===== config.mk =====
export PLATFORM = sky130hd
export DESIGN_NAME = lcd_spi_write
export DESIGN_NICKNAME = d
export VERILOG_FILES = /design/src/rtl/lcd_pkg.sv /design/src/rtl/lcd_spi_tick.sv /design/src/rtl/lcd_spi_write.sv
export SDC_FILE = /design/constraint.sdc
export NUM_CORES = 1
export LEC_CHECK = 0
export CAP_MARGIN = 20
export CORE_MARGIN = 8
export CORE_UTILIZATION = 59
export CTS_BUF_LIST = sky130_fd_sc_hd__clkbuf_2
export DETAILED_ROUTE_END_ITERATION = 10
export GPL_ROUTABILITY_DRIVEN = 0
export PLACE_DENSITY = 0.9
export SETUP_SLACK_MARGIN = 0.2
export SLEW_MARGIN = 20
export SYNTH_ARGS = -nofsm -noshare
export SYNTH_HDL_FRONTEND = slang
export SYNTH_HIERARCHICAL = 1
export SYNTH_SLANG_ARGS = --single-unit

===== constraint.sdc =====
create_clock -name sys_clk -period 4.5 [get_ports sys_clk]
set_clock_uncertainty 0.15 [all_clocks]
set_input_delay 1.125 -clock sys_clk [delete_from_list [all_inputs] [get_ports sys_clk]]
set_output_delay 1.125 -clock sys_clk [all_outputs]
set_load 0.01 [all_outputs]

===== src/rtl/lcd_pkg.sv =====
// Shared constants and SPI state encoding for the ST7735 LCD interface blocks.
// Used by the SPI writer, the init/control sequencer and the bench.
package lcd_pkg;

    localparam int          DC_BIT    = 8;
    localparam logic [8:0]  DATA_IDLE = 9'h100;

    localparam int unsigned CLK_DIV_DEF    = 2;
    localparam int unsigned GAP_CYCLES_DEF = 2;

    typedef enum logic [5:0] {
        ST_IDLE  = 6'b000001,
        ST_SETUP = 6'b000010,
        ST_SHIFT = 6'b000100,
        ST_HOLD  = 6'b001000,
        ST_DONE  = 6'b010000,
        ST_GAP   = 6'b100000
    } spi_state_e;

endpackage


===== src/rtl/lcd_spi_tick.sv =====
// Half-period timer: single-cycle tick every CLK_DIV cycles while enabled.
// The count clears whenever the timer is disabled.
module lcd_spi_tick #(
    parameter int unsigned CLK_DIV = 2
) (
    input  logic sys_clk,
    input  logic sys_rst,
    input  logic en,
    output logic tick
);

    localparam logic [7:0] LAST = 8'(CLK_DIV - 1);

    logic [7:0] cnt_q, cnt_d;

    always_comb begin
        tick  = en && (cnt_q == LAST);
        cnt_d = cnt_q + 8'd1;
        if (!en || tick) begin
            cnt_d = '0;
        end
    end

    always_ff @(posedge sys_clk or posedge sys_rst) begin
        if (sys_rst) begin
            cnt_q <= '0;
        end else begin
            cnt_q <= cnt_d;
        end
    end

endmodule


===== src/rtl/lcd_spi_write.sv =====
// Byte-level SPI mode-0 transmitter for the ST7735: sends {dc, byte} MSB first
// and pulses wr_done once per byte so the sequencer can advance.
module lcd_spi_write
    import lcd_pkg::*;
#(
    parameter int unsigned CLK_DIV    = CLK_DIV_DEF,
    parameter int unsigned GAP_CYCLES = GAP_CYCLES_DEF
) (
    input  logic       sys_clk,
    input  logic       sys_rst,
    input  logic       en_write,
    input  logic [8:0] data,
    output logic       wr_done,
    output logic       busy,
    output logic       lcd_cs,
    output logic       lcd_sclk,
    output logic       lcd_mosi,
    output logic       lcd_dc
);

    spi_state_e state_q, state_d;
    logic [3:0] half_q, half_d;
    logic [7:0] gap_q, gap_d;
    logic [7:0] sr_q, sr_d;
    logic       cs_q, cs_d;
    logic       sclk_q, sclk_d;
    logic       mosi_q, mosi_d;
    logic       dc_q, dc_d;
    logic       done_q, done_d;
    logic       busy_q, busy_d;

    logic tick;
    logic tick_en;
    logic gap_last;
    logic capture;

    assign tick_en  = (state_q == ST_SETUP) || (state_q == ST_SHIFT) || (state_q == ST_HOLD);
    assign gap_last = (gap_q == 8'(GAP_CYCLES - 1));
    // The last GAP edge doubles as an IDLE edge so back-to-back bytes run at the minimum period.
    assign capture  = en_write && ((state_q == ST_IDLE) || ((state_q == ST_GAP) && gap_last));

    lcd_spi_tick #(.CLK_DIV(CLK_DIV)) u_tick (
        .sys_clk (sys_clk),
        .sys_rst (sys_rst),
        .en      (tick_en),
        .tick    (tick)
    );

    always_ff @(posedge sys_clk or posedge sys_rst) begin
        if (sys_rst) begin
            state_q <= ST_IDLE;
            half_q  <= '0;
            gap_q   <= '0;
            sr_q    <= '0;
            cs_q    <= 1'b1;
            sclk_q  <= 1'b0;
            mosi_q  <= 1'b0;
            dc_q    <= 1'b0;
            done_q  <= 1'b0;
            busy_q  <= 1'b0;
        end else begin
            state_q <= state_d;
            half_q  <= half_d;
            gap_q   <= gap_d;
            sr_q    <= sr_d;
            cs_q    <= cs_d;
            sclk_q  <= sclk_d;
            mosi_q  <= mosi_d;
            dc_q    <= dc_d;
            done_q  <= done_d;
            busy_q  <= busy_d;
        end
    end

    always_comb begin
        state_d = state_q;
        case (state_q)
            ST_IDLE:  if (en_write) state_d = ST_SETUP;
            ST_SETUP: if (tick) state_d = ST_SHIFT;
            ST_SHIFT: if (tick && (half_q == 4'd15)) state_d = ST_HOLD;
            ST_HOLD:  if (tick) state_d = ST_DONE;
            ST_DONE:  state_d = ST_GAP;
            ST_GAP:   if (gap_last) state_d = en_write ? ST_SETUP : ST_IDLE;
            default:  state_d = ST_IDLE;
        endcase
    end

    always_comb begin
        cs_d   = cs_q;
        sclk_d = sclk_q;
        mosi_d = mosi_q;
        dc_d   = dc_q;
        sr_d   = sr_q;
        half_d = half_q;
        gap_d  = '0;
        done_d = 1'b0;
        busy_d = (state_d != ST_IDLE);

        case (state_q)
            ST_SHIFT: begin
                if (tick) begin
                    sclk_d = ~sclk_q;
                    half_d = half_q + 4'd1;
                    // Falling edge: present the next bit; after bit 0 MOSI just holds.
                    if (sclk_q && (half_q != 4'd15)) begin
                        mosi_d = sr_q[6];
                        sr_d   = {sr_q[6:0], 1'b0};
                    end
                end
            end
            ST_HOLD: begin
                if (tick) begin
                    done_d = 1'b1;
                    cs_d   = 1'b1;
                end
            end
            ST_GAP: begin
                gap_d = gap_last ? 8'd0 : gap_q + 8'd1;
            end
            default: ;
        endcase

        if (capture) begin
            sr_d   = data[7:0];
            dc_d   = data[DC_BIT];
            mosi_d = data[7];
            cs_d   = 1'b0;
            half_d = '0;
        end
    end

    assign wr_done  = done_q;
    assign busy     = busy_q;
    assign lcd_cs   = cs_q;
    assign lcd_sclk = sclk_q;
    assign lcd_mosi = mosi_q;
    assign lcd_dc   = dc_q;

endmodule


# --- Yosys cells after proc, flatten, opt, wreduce, memory -nomap -nowiden ---
# Cells that the tools add are included.
totals:
  register_bits: 39
  latch_bits: 0
  mem_bits_rw: 0
  romBits: 0
  in_bits: 12
  elab_cells: 70
  mem_count: 0
op_classes:
  add_sub_neg: 3
  multipliers: 0
  div: 0
  order_cmp: 0
  n_eq_ne: 11
  n_shift: 0
  muxes: 26
  bitwise: 1
  reduce_logical: 18
op_table:
  columns: ["op", "n"]
  rows:
  - ["$pmux 6 s6", 1]
  - ["$mux 6", 5]
  - ["$mux 7", 4]
  - ["$mux 8", 3]
  - ["$add 8x1->8 const B", 2]
  - ["$eq 8x1->1 const B", 2]
  - ["$mux 4", 3]
  - ["$mux 1", 9]
  - ["$reduce_bool 2->1", 4]
  - ["$eq 6x1->1 const B", 1]
  - ["$eq 6x2->1 const B", 1]
  - ["$eq 6x3->1 const B", 1]
  - ["$eq 6x4->1 const B", 1]
  - ["$eq 6x5->1 const B", 1]
  - ["$eq 6x6->1 const B", 1]
  - ["$ne 6x1->1 const B", 1]
  - ["$reduce_and 2->1", 3]
  - ["$logic_and 1x1->1", 5]
  - ["$add 4x1->4 const B", 1]
  - ["$eq 4x4->1 const B", 1]
  - ["$logic_or 1x1->1", 4]
  - ["$ne 4x4->1 const B", 1]
  - ["$reduce_and 3->1", 1]
  - ["$mux 2", 1]
  - ["2 further kinds", 2]

# --- Logic depth before layout (Yosys ltp) ---
logic_depth:
  word_depth: 8
  mapped_depth: 9

# --- Modules after synthesis ---
# Netlist, hierarchy kept.
by_module_without_submodules:
  columns: ["mod", "n_inst", "cells_per_inst", "area_per_inst_um2"]
  rows:
  - ["lcd_spi_write", 1, 129, 1532.7]
  - ["lcd_spi_tick", 1, 41, 405.4]

# --- Least setup slack after synthesis ---
# OpenSTA, ideal clock, no wires.
synth_timing:
  path_type: "flip-flop to flip-flop"
  startpoint: "register state_q[3]"
  endpoint: "register mosi_q (netlist: lcd_mosi)"
  setup_ns: 0.125
  t_arrival_ns: 3.343
  required_ns: 4.225
  slack_ns: 0.883
  path_stages_with_launch: 10
  n_path_buf: 0
  synth_period_minus_slack_ns: 3.617
  cell_sequence: "dfrtp_1 -> or4_1 -> or3b_2 -> nand3_1 -> inv_1 -> nor3_1 -> nor3b_1 -> nand4_2 -> mux2_2 -> mux2_2"
synth_between:
  elab_chain_len: 6
  word_cells_on_any_way: 16
synth_lines:
  columns: ["element", "line_no", "source"]
  rows:
  - ["from (decl)", "lcd_spi_write.sv:21", "spi_state_e state_q, state_d;"]
  - ["from (signal assigned)", "lcd_spi_write.sv:62", "state_q <= state_d;"]
  - ["$eq 6x2->1 or $eq 6x3->1 (tied branches)", "lcd_spi_write.sv:37", "assign tick_en = (state_q == ST_SETUP) || (state_q == ST_SHIFT) || (state_q == ST_HOLD);"]
  - ["$logic_or 1x1->1", "lcd_spi_write.sv:37", null]
  - ["$logic_or 1x1->1 (*)", "lcd_spi_write.sv:37", null]
  - ["named net tick_en", "lcd_spi_write.sv:33", "logic tick_en;"]
  - ["$logic_and 1x1->1 (*)", "lcd_spi_tick.sv:17", "tick = en && (cnt_q == LAST);"]
  - ["named net tick", "lcd_spi_write.sv:32", "logic tick;"]
  - ["$reduce_bool 2->1 (no source line) (*)", null, null]
  - ["$reduce_and 3->1 (no source line) (*)", null, null]
  - ["to (signal assigned)", "lcd_spi_write.sv:68", "mosi_q <= mosi_d;"]
  - ["to (decl)", "lcd_spi_write.sv:27", "logic mosi_q, mosi_d;"]
# The timed path passes the listed nets; every way through them passes the cells marked *.
# A chain may end at the register's enable or synchronous reset.

# --- Final worst setup path ---
layout_timing:
  startpoint: "register state_q[2]"
  endpoint: "register mosi_q (netlist: lcd_mosi)"
# Same word-level chain as after synthesis.

==> summary.md <==
| Metric | Value |
|---|---|
| CP Launch Type | flop |
| Unrepaired setup endpoints after global routing | no |
| Power per cell area | 388 nW/um2 |
| Initial antenna violation count | 0 |
| Worst reg2reg startpoint | state_q[2] |
| Fin crit period | 3.86 ns |
| Core ar. | 3230 um2 |
| Clk_lat worst skew | 0.40 ns |
| R2R cell count | 9 |
| Library cells used by synthesis | 40 |
| Critical Path RT | 4.66 ns |
| Number of synthesized register bits | 39 |
| Combinational share of power | 29.5% |
| R2R Path End | lcd_mosi |
| Final setup margin | 0.644 ns |
| Fmax achieved | 259 MHz |
| CTS tree | built |
| Average wire per standard cell | 15.0 um |
| Sequential Power Share | 53.4% |
| Setup crit end | lcd_mosi |
| Synth area leader | dfrtp_1 |
| Final non-filler cell total | 239 |
| Iteration count of the initial detailed-routing pass | 5 |
| Via count | 1,354 |
| CTS Buf Count | 5 |
| # clock sinks | 39 |
| Die area | 5380 um2 |
| Largest cells by area after synthesis | dfrtp_1 48%, mux2_2 7.0%, nand3_1 3.4% |
| Sw Ratio | 29.6% |
| Synth async-reset ratio | 100% |
| Antenna fix cells | 0 |
| Hold Buf Count CTS | 0 |
| Fillers | 237 |
| Max-slew violation count | 0 |
| Post-synth top area share | 47.8% |
| Maximum vdd drop | 0.000172 V |
| Post-route setup TNS | 0 ns |
| Placed cell area | 2150 um2 |
| Pre-CTS setup slack | 0.437 ns |
| Cells after DPL | 232 |
| Fin crit share | 85.7% |
| DR iter-0 viols | 63 |
| Clk pwr share | 17.1% |
| Die X | 73.3 um |
| Overall power | 852 uW |
| DRC Markers | 0 |
| Post-synthesis sequential area ratio | 50.5% |
| Post-synth net total | 187 |
| Hold slack | 0.378 ns |
| Worst Setup SP | state_q[2] |
| Switching power | 252 uW |
| Slew HR | 50.9% |
| Worst-path fanout max | 8 |
| First-pass GRT wire length | 6.40 mm |
| Min-Delay Startpoint | lcd_sclk |
| Maximum number of pins on one net before global-route repair | 32 |
| Status | completed |
| Total grt overflow | 0 |
| Post-synthesis instance total | 170 |
| Internal reg-to-reg setup slack | 0.64 ns |
| Max Cap Viol | 0 |
| Final setup viols | 0 |
| Vias per cell | 5.67 |
| Post-DP HPWL | 2.64 mm |
| Top-Level Pins | 18 |
| HP Class | flop to flop |
| Synth Cell Area | 1940 um2 |
| Post-layout instance area | 2190 um2 |
| Post-CTS Setup Bufs | 0 |
| Starting Density | 60.0% |
| P_leak | 0.933 nW |
| Syn Area/Cell | 11.4 um2 |
| Total GRT Usage | 15.6% |
| Area growth syn-to-layout | 13.2% |
| PortBufs | 17 |
| Die height | 73.3 um |
| Int Pwr | 599 uW |
| Routed Antenna Nets | 0 |
| Crit. End Element | flop |
| Worst EP arrival | 4.02 ns |
| Number of synthesized flops with an enable pin | 0 |
| Core Util, Final | 67.9% |
| Root buf cell | clkbuf_2 |
| Top FF cell, synth | dfrtp_1 |
| Vias in the first global route | 1,393 |
| Worst slew pin tran | 0.737 ns |
| Post-CTS Resized | 0 |
| H-tree depth | 2 |
| Final wirelength | 3.57 mm |
| Ys Warns | 6 |
| Nets | 210 |
| Share of cells above drive strength 1 | 18.1% |
| FP Rows | 21 |
| CP Class | flop to flop |
| CTS clock-pin slew for the worst setup and hold paths | 0.19 ns |
| Final hold viol count | 0 |
| Clock Tree Buf Depth | 2 |
-- metal layers --
| layer | routed length [um] | global-route usage [%] |
|---|---|---|
| met4 | 99 | 9.31 |
| met3 | 172 | 3.96 |
| met2 | 1820 | 25.0 |
| met1 | 1480 | 18.4 |
| met5 | 0 | 0 |
-- critical path, stage by stage (launching register included) --
cell     delay [ns]
dfrtp_1        0.45
or4_1          0.59
or3b_2         0.49
nand3_1        0.16
inv_1          0.09
nor3_1         0.43
nor3b_2        0.44
nand4_2        0.33
mux2_2         0.37
mux2_2         0.27
-- cell type report --
class                      count  area [um2]  share of cell area (%)
multi-input combinational    121         920                    41.9
inverter                       9        33.8                    1.54
timing repair buffer          17         170                    7.75
clock buffer                   7        35.0                    1.60
tap                           46        57.6                    2.62
sequential                    39         978                    44.6
-- power by group through the flow --
stage | Sequential (mW) | Clock (mW) | Combinational, mW
CTS | 0.453 | 0.152 | 0.253
floorplan | 0.455 | 0 | 0.186
global placement | 0.454 | 0 | 0.240
global route | 0.465 | 0.169 | 0.276
detailed placement | 0.460 | 0 | 0.252
finish | 0.454 | 0.146 | 0.251
-- how the worst min path moves through the flow --
stage | end | slack (ns) | cells after the start
detailed placement | lcd_sclk | 0.35 | 1
finish | lcd_sclk | 0.38 | 1
floorplan | gap_q[0] | 0.32 | 1
CTS | lcd_sclk | 0.38 | 1
global placement | lcd_dc | 0.34 | 1
global route | lcd_sclk | 0.42 | 1
-- sequential cells by signal, indices dropped and copies added (netlist names) --
name / flops
busy: 1
state_q: 6
wr_done: 1
sr_q: 7
u_tick/cnt_q: 8
half_q: 4
lcd_mosi: 1
lcd_dc: 1
lcd_cs: 1
lcd_sclk: 1
gap_q: 8
-- cells in the mapped netlist, types with 3 or more instances --
cell / count
ha_1: 5
nand4_1: 3
nand3_1: 13
o21a_1: 3
a21oi_1: 3
xor2_1: 6
inv_1: 9
and2_1: 4
dfrtp_1: 37
and3_1: 3
xnor2_1: 7
mux2_2: 12
nand2_1: 6
or3_1: 5
nor2_1: 17
nor3_1: 3
mux2_4: 3
o21ai_0: 6
-- kinds of logic (layout without fill, tap and decap cells) --
kind of cell | count (synthesis) | in the layout | synth area share (%)
compound gates | 20 | 20 | 7.17
mux | 16 | 16 | 9.81
fa+ha+maj | 5 | 5 | 3.23
flops | 39 | 39 | 50.5
xor+xnor | 13 | 13 | 5.87
simple gates | 67 | 67 | 21.1
buf+inv | 10 | 33 | 2.32
-- layout by cell type, fill, tap and decap left out, drive strengths merged --
master          n
nor3b           3
ha              5
inv             9
o21a            3
nand2b          2
or4             2
o32ai           1
nor4            1
xnor2           7
or3             5
clkbuf          7
nor3            3
o22ai           1
xor2            6
o32a            1
nor4b           1
and2            4
nand2           6
or4b            2
mux2           15
a311oi          1
nand4           4
and3            3
a21oi           3
dfrtp          37
clkdlybuf4s50  17
nand3          13
or3b            1
a21boi          1
o21ai           9
nor2           17
mux2i           1
dfstp           2
Note: power is estimated with default switching activity, not from simulation.
